File: src/rtl/cdf_pkg.sv
// Shared constants, state encoding and sizing helpers for the CDF engine.
package cdf_pkg;

  localparam int DATA_W_DEF   = 128;
  localparam int ADDR_W_DEF   = 16;
  localparam int BIN_W_DEF    = 16;
  localparam int NUM_BINS_DEF = 256;

  localparam int LANES_DEF     = DATA_W_DEF / BIN_W_DEF;
  localparam int NUM_WORDS_DEF = NUM_BINS_DEF / LANES_DEF;

  typedef enum logic [1:0] {
    ST_IDLE  = 2'd0,
    ST_RUN   = 2'd1,
    ST_DRAIN = 2'd2,
    ST_DONE  = 2'd3
  } cdf_state_e;

  // Index width that stays legal when the count collapses to one.
  function automatic int idx_w(input int n);
    return (n > 1) ? $clog2(n) : 1;
  endfunction

endpackage

File: src/rtl/cdf_prefix_lanes.sv
// Combinational saturating prefix sum across the bins of one word, seeded by
// the running carry; also reports the lowest lane whose CDF is non-zero.
module cdf_prefix_lanes
  import cdf_pkg::*;
#(
  parameter int BIN_W = BIN_W_DEF,
  parameter int LANES = LANES_DEF
) (
  input  logic [BIN_W-1:0]         carry_i,
  input  logic [LANES*BIN_W-1:0]   word_i,
  output logic [LANES*BIN_W-1:0]   cdf_o,
  output logic                     sat_o,
  output logic [idx_w(LANES)-1:0]  nz_idx_o,
  output logic                     nz_valid_o
);

  localparam int LIDX_W = idx_w(LANES);

  // One extra bit catches the carry out; clamping each step keeps later lanes saturated.
  logic [BIN_W:0] acc;

  always_comb begin
    acc        = {1'b0, carry_i};
    cdf_o      = '0;
    sat_o      = 1'b0;
    nz_idx_o   = '0;
    nz_valid_o = 1'b0;
    for (int j = 0; j < LANES; j++) begin
      acc = acc + {1'b0, word_i[j*BIN_W +: BIN_W]};
      if (acc[BIN_W]) begin
        acc   = {1'b0, {BIN_W{1'b1}}};
        sat_o = 1'b1;
      end
      cdf_o[j*BIN_W +: BIN_W] = acc[BIN_W-1:0];
      if (!nz_valid_o && (acc[BIN_W-1:0] != '0)) begin
        nz_valid_o = 1'b1;
        nz_idx_o   = LIDX_W'(j);
      end
    end
  end

endmodule

File: src/rtl/cdf_engine.sv
// Streams a histogram out of scratch memory and writes back its cumulative
// distribution one word per clock, reporting min, total and overflow.
module cdf_engine
  import cdf_pkg::*;
#(
  parameter int DATA_W   = DATA_W_DEF,
  parameter int ADDR_W   = ADDR_W_DEF,
  parameter int BIN_W    = BIN_W_DEF,
  parameter int NUM_BINS = NUM_BINS_DEF
) (
  input  logic              clk,
  input  logic              reset,
  input  logic              cdf_start_in,
  input  logic [ADDR_W-1:0] hist_base_in,
  input  logic [ADDR_W-1:0] cdf_base_in,
  output logic [ADDR_W-1:0] ReadAddress1,
  input  logic [DATA_W-1:0] ReadBus1,
  output logic              WE,
  output logic [ADDR_W-1:0] WriteAddress,
  output logic [DATA_W-1:0] WriteBus,
  output logic              cdf_busy,
  output logic              cdf_done,
  output logic [BIN_W-1:0]  cdf_min,
  output logic [BIN_W-1:0]  cdf_total,
  output logic              cdf_overflow,
  output cdf_state_e        state_o
);

  localparam int LANES     = DATA_W / BIN_W;
  localparam int NUM_WORDS = NUM_BINS / LANES;
  localparam int IDX_W     = idx_w(NUM_WORDS);
  localparam int LIDX_W    = idx_w(LANES);

  cdf_state_e        state_q, state_d;
  logic              start_prev_q;
  logic [ADDR_W-1:0] hist_base_q, hist_base_d;
  logic [ADDR_W-1:0] cdf_base_q, cdf_base_d;
  logic [IDX_W-1:0]  idx_q, idx_d;
  logic [BIN_W-1:0]  carry_q, carry_d;
  logic              we_q, we_d;
  logic [ADDR_W-1:0] waddr_q, waddr_d;
  logic [DATA_W-1:0] wbus_q, wbus_d;
  logic [BIN_W-1:0]  min_q, min_d;
  logic [BIN_W-1:0]  total_q, total_d;
  logic              ovf_q, ovf_d;

  logic [DATA_W-1:0] cdf_word;
  logic              sat;
  logic [LIDX_W-1:0] nz_idx;
  logic              nz_valid;
  logic              start_rise;

  cdf_prefix_lanes #(
    .BIN_W (BIN_W),
    .LANES (LANES)
  ) u_prefix (
    .carry_i    (carry_q),
    .word_i     (ReadBus1),
    .cdf_o      (cdf_word),
    .sat_o      (sat),
    .nz_idx_o   (nz_idx),
    .nz_valid_o (nz_valid)
  );

  // The previous level is tracked in every state so a held start cannot retrigger.
  assign start_rise = cdf_start_in & ~start_prev_q;

  always_comb begin
    state_d     = state_q;
    hist_base_d = hist_base_q;
    cdf_base_d  = cdf_base_q;
    idx_d       = idx_q;
    carry_d     = carry_q;
    we_d        = we_q;
    waddr_d     = waddr_q;
    wbus_d      = wbus_q;
    min_d       = min_q;
    total_d     = total_q;
    ovf_d       = ovf_q;
    unique case (state_q)
      ST_IDLE: begin
        if (start_rise) begin
          state_d     = ST_RUN;
          hist_base_d = hist_base_in;
          cdf_base_d  = cdf_base_in;
          idx_d       = '0;
          carry_d     = '0;
          min_d       = '0;
          total_d     = '0;
          ovf_d       = 1'b0;
        end
      end
      ST_RUN: begin
        wbus_d  = cdf_word;
        waddr_d = cdf_base_q + ADDR_W'(idx_q);
        we_d    = 1'b1;
        carry_d = cdf_word[(LANES-1)*BIN_W +: BIN_W];
        if (sat) ovf_d = 1'b1;
        if ((min_q == '0) && nz_valid) min_d = cdf_word[nz_idx*BIN_W +: BIN_W];
        idx_d = idx_q + 1'b1;
        if (idx_q == IDX_W'(NUM_WORDS - 1)) state_d = ST_DRAIN;
      end
      ST_DRAIN: begin
        we_d    = 1'b0;
        total_d = carry_q;
        state_d = ST_DONE;
      end
      ST_DONE: state_d = ST_IDLE;
      default: state_d = ST_IDLE;
    endcase
  end

  always_ff @(posedge clk or negedge reset) begin
    if (!reset) begin
      state_q      <= ST_IDLE;
      start_prev_q <= 1'b0;
      hist_base_q  <= '0;
      cdf_base_q   <= '0;
      idx_q        <= '0;
      carry_q      <= '0;
      we_q         <= 1'b0;
      waddr_q      <= '0;
      wbus_q       <= '0;
      min_q        <= '0;
      total_q      <= '0;
      ovf_q        <= 1'b0;
    end else begin
      state_q      <= state_d;
      start_prev_q <= cdf_start_in;
      hist_base_q  <= hist_base_d;
      cdf_base_q   <= cdf_base_d;
      idx_q        <= idx_d;
      carry_q      <= carry_d;
      we_q         <= we_d;
      waddr_q      <= waddr_d;
      wbus_q       <= wbus_d;
      min_q        <= min_d;
      total_q      <= total_d;
      ovf_q        <= ovf_d;
    end
  end

  assign ReadAddress1 = (state_q == ST_RUN) ? (hist_base_q + ADDR_W'(idx_q)) : '0;
  assign WE           = we_q;
  assign WriteAddress = waddr_q;
  assign WriteBus     = wbus_q;
  assign cdf_busy     = (state_q != ST_IDLE);
  assign cdf_done     = (state_q == ST_DONE);
  assign cdf_min      = min_q;
  assign cdf_total    = total_q;
  assign cdf_overflow = ovf_q;
  assign state_o      = state_q;

endmodule

File: config.mk
export PLATFORM = sky130hd
export DESIGN_NAME = cdf_engine
export DESIGN_NICKNAME = d
export VERILOG_FILES = /design/src/rtl/cdf_pkg.sv /design/src/rtl/cdf_prefix_lanes.sv /design/src/rtl/cdf_engine.sv
export SDC_FILE = /design/constraint.sdc
export NUM_CORES = 1
export LEC_CHECK = 0
export CORE_ASPECT_RATIO = 1.4
export CORE_UTILIZATION = 49
export DETAILED_ROUTE_END_ITERATION = 10
export PLACE_DENSITY = 0.79
export SYNTH_ARGS = -nofsm -noshare
export SYNTH_HDL_FRONTEND = slang
export SYNTH_SLANG_ARGS = --single-unit
File: constraint.sdc
create_clock -name clk -period 18.07 [get_ports clk]
set_clock_uncertainty 0.1 [all_clocks]
set_input_delay 3.614 -clock clk [delete_from_list [all_inputs] [get_ports clk]]
set_output_delay 3.614 -clock clk [all_outputs]
set_load 0.01 [all_outputs]
After elaboration in Yosys (flattened, before gate mapping) --
Index checks and enable logic that the tools add are counted.
Cells by class: $add $sub $neg 11, equality and inequality tests 8, shift operators 1, multiplexer cells 46, bitwise gates (word level) 2, reduce and logical (&&, ||, !) cells 35
Operators with widths (number):
- $mux 16 | 11
- $add 16x16->17 | 8
- $reduce_bool 16->1 | 8
- $shiftx 128x8->16 | 1
- $pmux 16 s2 | 3
- $add 16x5->16 | 2
- $mux 1 | 19
- $logic_not 16->1 | 1
- $mux 3 | 4
- $pmux 5 s2 | 1
- $logic_and 1x1->1 | 8
- $mux 2 | 4
- $ne 2x2->1 const B | 4
- $pmux 2 s4 | 1
- $reduce_and 2->1 | 4
- $reduce_bool 2->1 | 4
- $logic_not 1->1 | 7
- $reduce_and 3->1 | 2
- $add 5x1->5 const B | 1
- $eq 5x5->1 const B | 1
- $mux 5 | 1
- $eq 2x2->1 const B | 2
- $pmux 1 s2 | 2
- $eq 2x1->1 const B | 1
- 3 further kinds | 3
Word-level totals: register bits after elaboration 234, input port bits 163, output and inout bits 198

Longest topological paths before layout --
Gate-level depths: netlist of run 1.
depth after elaboration 28, mapped depth 90, mapped depth without buffers 83

Hierarchy --
From an unflattened synthesis of run 1, not the netlist that was laid out.
Second synthesis, totals: cell total of the unflattened synthesis 1945, area, all modules 18607.8 um2
By module, submodules not included:
- cdf_engine | instances 1, cells each 782, area each 10670.2 um2
- cdf_prefix_lanes | instances 1, cells each 1163, area each 7937.6 um2

Worst setup path after synthesis of run 1 --
No wires, ideal clock.
path type in2reg, start point in ReadBus1[4], end point reg min_q[3] (netlist: cdf_min[3]), data arrival time 20.392 ns, required time 17.894 ns, slack -2.498 ns, stages 88, buffers on the path 6, path through ha_1 > a21o_1 > a221oi_2 > or3_1 > a31o_2 > nand2_1 > clkbuf_1 > nor2_1 > inv_1 > ha_1 > inv_1 > fa_1 > nand2b_1 > a211oi_2 > o2111ai_1 > nand2_1 > nor2_1 > inv_1 > [... 52 more ...] > nor2_1 > inv_1 > ha_1 > inv_1 > fa_1 > nor2b_1 > o31ai_1 > a21oi_1 > a221oi_1 > or2_2 > clkbuf_1 > and2_1 > and4b_2 > a2111oi_2 > o21ai_2 > mux2_1 > a32o_1 > o21ai_1
Between the ends: elaborated cells on any way between the ends 59
RTL lines:
- start: declaration | line cdf_engine.sv:17 | input logic [DATA_W-1:0] ReadBus1,
- $add 16x16->17 (*) | line cdf_prefix_lanes.sv:29 | acc = acc + {1'b0, word_i[j*BIN_W +: BIN_W]};
- $mux 16 (*) | line cdf_prefix_lanes.sv:30 | if (acc[BIN_W]) begin
- named net cdf_word[0] | line cdf_engine.sv:47 | logic [DATA_W-1:0] cdf_word;
- $add 16x16->17 (*) | line cdf_prefix_lanes.sv:29
- $mux 16 (*) | line cdf_prefix_lanes.sv:30
- named net cdf_word[16] | line cdf_engine.sv:47
- $add 16x16->17 (*) | line cdf_prefix_lanes.sv:29
- $mux 16 (*) | line cdf_prefix_lanes.sv:30
- named net cdf_word[32] | line cdf_engine.sv:47
- [... 2 more ...]
- named net cdf_word[48] | line cdf_engine.sv:47
- [... 2 more ...]
- named net cdf_word[64] | line cdf_engine.sv:47
- $add 16x16->17 (*) | line cdf_prefix_lanes.sv:29
- $mux 16 (*) | line cdf_prefix_lanes.sv:30
- named net cdf_word[80] | line cdf_engine.sv:47
- $add 16x16->17 (*) | line cdf_prefix_lanes.sv:29
- $mux 16 (*) | line cdf_prefix_lanes.sv:30
- named net cdf_word[96] | line cdf_engine.sv:47
- branches (longest 9 deep; another with $add 16x16->17)
- end signal: assignment | line cdf_engine.sv:137 | min_q <= min_d;
- end: declaration | line cdf_engine.sv:43 | logic [BIN_W-1:0] min_q, min_d;
Mark *: on every way through the listed nets, which the timed path passes. The select of a mux whose other input is x is not followed. A chain may end at the register's enable or synchronous reset.

Worst setup path after layout of run 1 --
start point in ReadBus1[11], end point reg min_q[4] (netlist: cdf_min[4])
The elaborated chain is that of the path after synthesis.

==> summary.md, run 1 <==
| Metric | Value |
|---|---|
| Status | finished, violations left |
| Failing checks | negative setup slack |
| Synth top area share | 0.305 |
| CP endpoint kind | flip-flop |
| Max Fanout on Critical Path | 6 |
| Critical Path Max Stage Delay | 0.76 ns |
| Slowest CP cell | o21ai_1 |
| Min Tclk post-route | 19.42 ns |
| Crit path buf inv count | 20 |
| Post-Syn Area per Cell | 8.34 sq um |
| Cell Count, Final, Fillers Out | 3947 |
| Via count | around 26000 |
| Pin count of the biggest net entering global routing | 101 |
| Top cells by area, synth | dfrtp_1 30%, ha_1 9.4%, a21oi_1 6.4%, nor2_1 5.5%, mux2_2 3.7% |
| Ports | 361 |
| Measured slew at the worst slew-check pin | 1.17 ns |
| WP data required | 18.49 ns |
| Drt drc | 0 |
| Area of the multi-input gates | 0.0156 sq mm |
| Port Buf Inserts | 360 |
| Rel. slew slack | 0.218 |
| RSZ-0062 raised after global routing | true |
| RR Startpoint | carry_q[0] |
| Post-cts hold buffer count | 0 |
| Vias/cell | around 6.6 |
| Initial Util | 0.499 |
| RR Endpoint | cdf_min[4] |
| Total die area | 0.0400 sq mm |
| Initial antenna violation count | 19 |
| Worst r2r path cells | 77 |
| Placed Cells | 3753 |
| GRT Overall Usage | 0.466 |
| Storage cell area | ~0.006 sq mm |
| FMAX | roughly 50 MHz |
| Seq/Total Area, Yosys | 0.305 |
| Synth Cell Area | 0.0192 sq mm |
| Detail Route Antenna Nets | 0 |
| Top delay family on crit path | compound AO/OA/AOI/OAI gates |
| Ys flop type | dfrtp_1 |
| H-tree levels | 1 |
| Yosys cell types | 103 |
| FILL cells | 1983 |
| Post-Route WL | 111000 um |
| Hold Fails Final Rpt | 0 |
| Syn Inst Count | ~2300 |
| Final HPWL from detailed placement | roughly 70000 um |
| CTS tree | done |
| CTS clk-pin slew, worst paths | 0.08 ns |
| Clk_lat worst skew | 0.59 ns |
| Critical path class | in -> reg |
| Startpoint Class | input pin |
| Slew Viols, Final | 0 |
| First-pass GRT wire length | 142000 um |
| First-pass detailed-route iteration total | 6 |
| CP startpoint | ReadBus1[11] |
| Row cnt | 85 |
| CTS root buf | clkbuf_16 |
| Area leader, netlist | dfrtp_1 |
| Post-synth net total | 2621 |
| Die Wd | 169 um |
| Worst setup path end | cdf_min[4] |
| DR iter-0 viols | 3650 |
| Yosys reg bits | 234 |
| Drt wl/cell | approximately 28 um |
| Clock buffer count from CTS | 26 |
| Clock Sinks | 234 |
| Max_cap viols | 0 |
| Syn-to-layout area delta | 73.3% |
| Post-synth EDFFs | 0 |
| HP Class | reg -> reg |
| Tcrit/Tclk final | 1.07 |
| GPL Wtd Cong | 1.05 |
| Share of cells above drive strength 1 | 0.409 |
| Final #Nets | approximately 3700 |
| Core ar. | 0.0385 sq mm |
| Die Span Y | 236 um |
| Worst EP arrival | 19.84 ns |
| Synth warn | 0 |
| CP Depth | 77 |
| Crit-path most repeated cell | buf_4 |
| Number of global-route vias before repair | 24800 |
| Setup slack, reg-to-reg | between 1 and 1.5 ns |
| # setup viols final | 36 |
| GRT overflow | 0 |
| Async set-reset flop share out of synthesis | 1.00 |
| Clk buf depth | 3 |
| Fin worst setup slack | -1.35 ns |
cells in the mapped netlist (all sizes together) (9+ instances only):
master  count
o22ai      11
nand4      20
a31oi      32
or2        17
mux2i      46
and3       25
a21o       48
a211o       9
mux2       64
nor3       49
buf        17
o21ai     109
nor4b       9
xor2       38
inv       139
clkbuf     72
nand2     150
xnor2      49
and2       40
o311ai     12
fa         10
nor2      283
a22oi      17
a22o       18
nand3      39
o211ai     35
nor2b      28
o21a       36
a211oi     16
a21boi     13
nor4       26
dfrtp     234
a21oi     245
ha        145
nand2b     25
or3        25
layout by cell type (no fill, tap or decap), types with 41 or more instances in the layout:
cell type,instances
a21o_1,45
ha_4,77
inv_1,99
mux2_2,60
nor3_1,41
a21oi_1,193
o21ai_0,69
nor2_1,220
nand2_1,127
dfrtp_1,234
ha_1,59
clkdlybuf4s50_1,347
buf_4,752
timing repair:
| item | 4_1_cts | 5_1_grt |
|---|---|---|
| cloned | 4 | 3 |
| setup buffers | 40 | 92 |
| resized for setup | 158 | 395 |
| pin swaps | 62 | 180 |
| endpoints found under the setup margin | 40 | 45 |
metrics by stage:
step,TNS [ns],utilization,setup slack [ns],hold slack [ns],cell area [sq um]
finish,-23.13,0.865,-1.35,0.419,33300
global route,-38.92,0.864,-1.73,0.423,33300
CTS,-0.0409,0.798,-0.0153,0.400,30700
detailed placement,-41.79,0.744,-1.59,0.386,28700
global placement,-30.57,0.744,-1.35,0.378,28700
floorplan,-0.00249,-,-0.00249,0.376,19900
kinds of logic after synthesis:
logic type	count (synthesis)	share of synthesized area
xor+xnor	87	0.0397
fa+ha+maj	155	0.105
mux	110	0.0615
flops	234	0.305
compound gates	694	0.234
simple gates	795	0.209
buf+inv	228	0.0462
metal layers:
layer  vias up  wire length [um]  GRT usage
met5         -               143          0
met4        16             13700      0.410
met3      1007             14200      0.138
met2      2234             48800      0.777
met1     12200             34300      0.469
li1      10600                 -          -
final cells by class:
class | instances | share of cell area
antenna | 11 | 0.000827
clock buffer | 35 | 0.0224
clock inverter | 12 | 0.00357
inverter | 139 | 0.0158
multi-input combinational | 1843 | 0.469
sequential | 234 | 0.176
tap | 522 | 0.0196
timing repair buffer | 1151 | 0.293
how the worst min path moves through the flow:
stage                         from             end  slack, ns  cells after the start
floorplan              carry_q[10]     carry_q[10]       0.38                      2
global placement      cdf_overflow    cdf_overflow       0.38                      1
detailed placement    cdf_overflow    cdf_overflow       0.39                      1
CTS                   cdf_overflow    cdf_overflow       0.40                      1
global route          cdf_total[3]    cdf_total[3]       0.42                      1
finish              hist_base_q[4]  hist_base_q[4]       0.42                      1
registers in the layout, indices dropped and copies added, names as in the netlist:
register / cells
start_prev_q: 1
WriteBus: 128
state_o: 2
cdf_base_q: 16
hist_base_q: 16
cdf_overflow: 1
carry_q: 16
cdf_min: 16
WE: 1
WriteAddress: 16
idx_q: 5
cdf_total: 16
Power of run 1 is not shown: default switching activity piles up to over one toggle a cycle in this logic, so the estimate is an artifact.
==> inputs of run 2 (changes only) <==
--- a/config.mk
+++ b/config.mk
@@ -8,6 +8,7 @@
 export CORE_ASPECT_RATIO = 1.4
 export CORE_UTILIZATION = 49
 export DETAILED_ROUTE_END_ITERATION = 10
+export MAX_ROUTING_LAYER = met4
 export PLACE_DENSITY = 0.79
 export SYNTH_ARGS = -nofsm -noshare
 export SYNTH_HDL_FRONTEND = slang
==> run 2 against run 1 <==
Compared with the run above: the run still ends with negative setup slack left; critical path type unchanged; cell area down 1.4%; first-iteration DRC count down 14%; largest cell class unchanged; critical endpoint is now cdf_min[12]; maximum frequency up 3.6%.
==> summary.md, run 2 (synthesized netlist as in run 1, its figures left out) <==
| Metric | Value |
|---|---|
| Status | finished, violations left |
| Failing checks | negative setup slack |
| Worst EP arrival | 19.19 ns |
| Hold_ws | 0.411 ns |
| Core ar. | 0.0385 sq mm |
| Share of cells above drive strength 1 | 0.391 |
| Top delay family on crit path | compound AO/OA/AOI/OAI gates |
| Max Fanout on Critical Path | 7 |
| Worst slack, placed | -1.77 ns |
| First-pass GRT wire length | 141000 um |
| Setup slack, reg-to-reg | between 1.5 and 2 ns |
| Hold Path Sink | WriteBus[28] |
| Clk_lat worst skew | 0.63 ns |
| Met3 WL | 13300 um |
| Fin worst setup slack | -0.682 ns |
| Drt wl/cell | 27.6 um |
| Critical path class | in -> reg |
| Row cnt | 85 |
| Number of global-route vias before repair | 25000 |
| Vias/cell | 6.59 |
| Routed wl met2 | approximately 48000 um |
| Measured slew at the worst slew-check pin | 1.34 ns |
| Slowest CP cell | a21boi_0 |
| Clk buf depth | 3 |
| Clock buffer count from CTS | 27 |
| Crit path buf inv count | 20 |
| Max FFs per register | 128 |
| Tcrit/Tclk final | 1.04 |
| CP startpoint | ReadBus1[0] |
| H-tree levels | 1 |
| Rel. slew slack | 0.102 |
| Hold Fails Final Rpt | 0 |
| Initial antenna violation count | 16 |
| Total die area | 0.0400 sq mm |
| Post-Route WL | roughly 110000 um |
| Most common cell after layout, fill and taps aside | buf_4 |
| RSZ-0062 raised after global routing | true |
| Max_cap viols | 0 |
| HP Class | reg -> reg |
| Detail Route Antenna Nets | 0 |
| Port Buf Inserts | 360 |
| Crit-path most repeated cell | buf_4 |
| Placed Cells | 3751 |
| Critical Path Max Stage Delay | 0.52 ns |
| GRT Overall Usage | 0.474 |
| First-pass detailed-route iteration total | 9 |
| Cell Count, Final, Fillers Out | between 3000 and 4000 |
| Pin count of the biggest net entering global routing | 102 |
| CTS clk-pin slew, worst paths | 0.07 ns |
| DR iter-0 viols | between 3000 and 4000 |
| Ports | 361 |
| Post-cts hold buffer count | 0 |
| Final HPWL from detailed placement | ~70000 um |
| Die Span Y | 236 um |
| Most frequent cells in the layout | 747 x buf_4, 347 x clkdlybuf4s50_1, 234 x dfrtp_1, 223 x nor2_1, 200 x a21oi_1 |
| Final #Nets | 3702 |
| HP Start | WriteBus[28] |
| DR top layer | met4 |
| Min Tclk post-route | ~19 ns |
| GPL Wtd Cong | 1.09 |
| Drt drc | 0 |
| CTS root buf | clkbuf_16 |
| RR Startpoint | carry_q[0] |
| CTS tree | done |
| Slew Viols, Final | 0 |
| Worst r2r path cells | 82 |
| Startpoint Class | input pin |
| Clock Sinks | approximately 230 |
| WP data required | 18.51 ns |
| Syn-to-layout area delta | 70.8% |
| CP endpoint kind | flip-flop |
| Final TNS setup | -9.64 ns |
| Die Wd | 169 um |
| GRT overflow | 0 |
| # setup viols final | 16 |
| Hold path depth | 1 |
| Initial Util | 0.499 |
| FMAX | 53.3 MHz |
| Metal1 wirelength | roughly 35000 um |
| Via count | around 26000 |
| RR Endpoint | cdf_min[12] |
-- run 2: worst reg2reg max path: cells and delay by family, from the launching register on --
family	cells	cell delay (ns)
fa+ha+maj	9	2.37
compound gates	30	6.55
mux	1	0.31
flops	1	0.56
buf+inv	19	2.55
simple gates	21	3.53
xor+xnor	2	0.27
-- run 2: area by class of cell --
type,count,area (sq um)
antenna,23,57.6
tap,522,653
sequential,234,5860
multi-input combinational,1846,15200
fill,2104,5680
clock inverter,14,163
timing repair buffer,1136,9630
inverter,139,532
clock buffer,35,756
-- run 2: metrics by stage --
step / area (sq um) / util
floorplan: 19900 / -
global placement: 28600 / 0.744
detailed placement: 28600 / 0.744
CTS: 30900 / 0.803
global route: 32800 / 0.852
finish: 32800 / 0.852
-- run 2: worst max path at each step --
stage | endpoint | depth (start not counted) | slack [ns]
2_1_floorplan | cdf_min[0] | 87 | -0.002
3_3_place_gp | cdf_min[15] | 81 | -1.43
3_5_place_dp | cdf_min[15] | 81 | -1.77
4_1_cts | cdf_min[2] | 79 | 0.002
5_1_grt | cdf_min[12] | 83 | -1.27
6_report | cdf_min[12] | 83 | -0.68
-- run 2: what timing repair did --
item	in CTS	in global routing
pin swaps	93	164
endpoints found under the setup margin	39	40
endpoints found under the hold margin	0	0
resized for setup	187	282
cloned	5	2
buffers inserted	49	72
-- run 2: per-layer routing --
metal  up-vias  global-route usage
met5         -                   -
met4         0               0.396
met3      1034               0.126
met2      2183               0.782
met1     12200               0.463
li1      10600                   -
Power of run 2 is left out for the same reason.
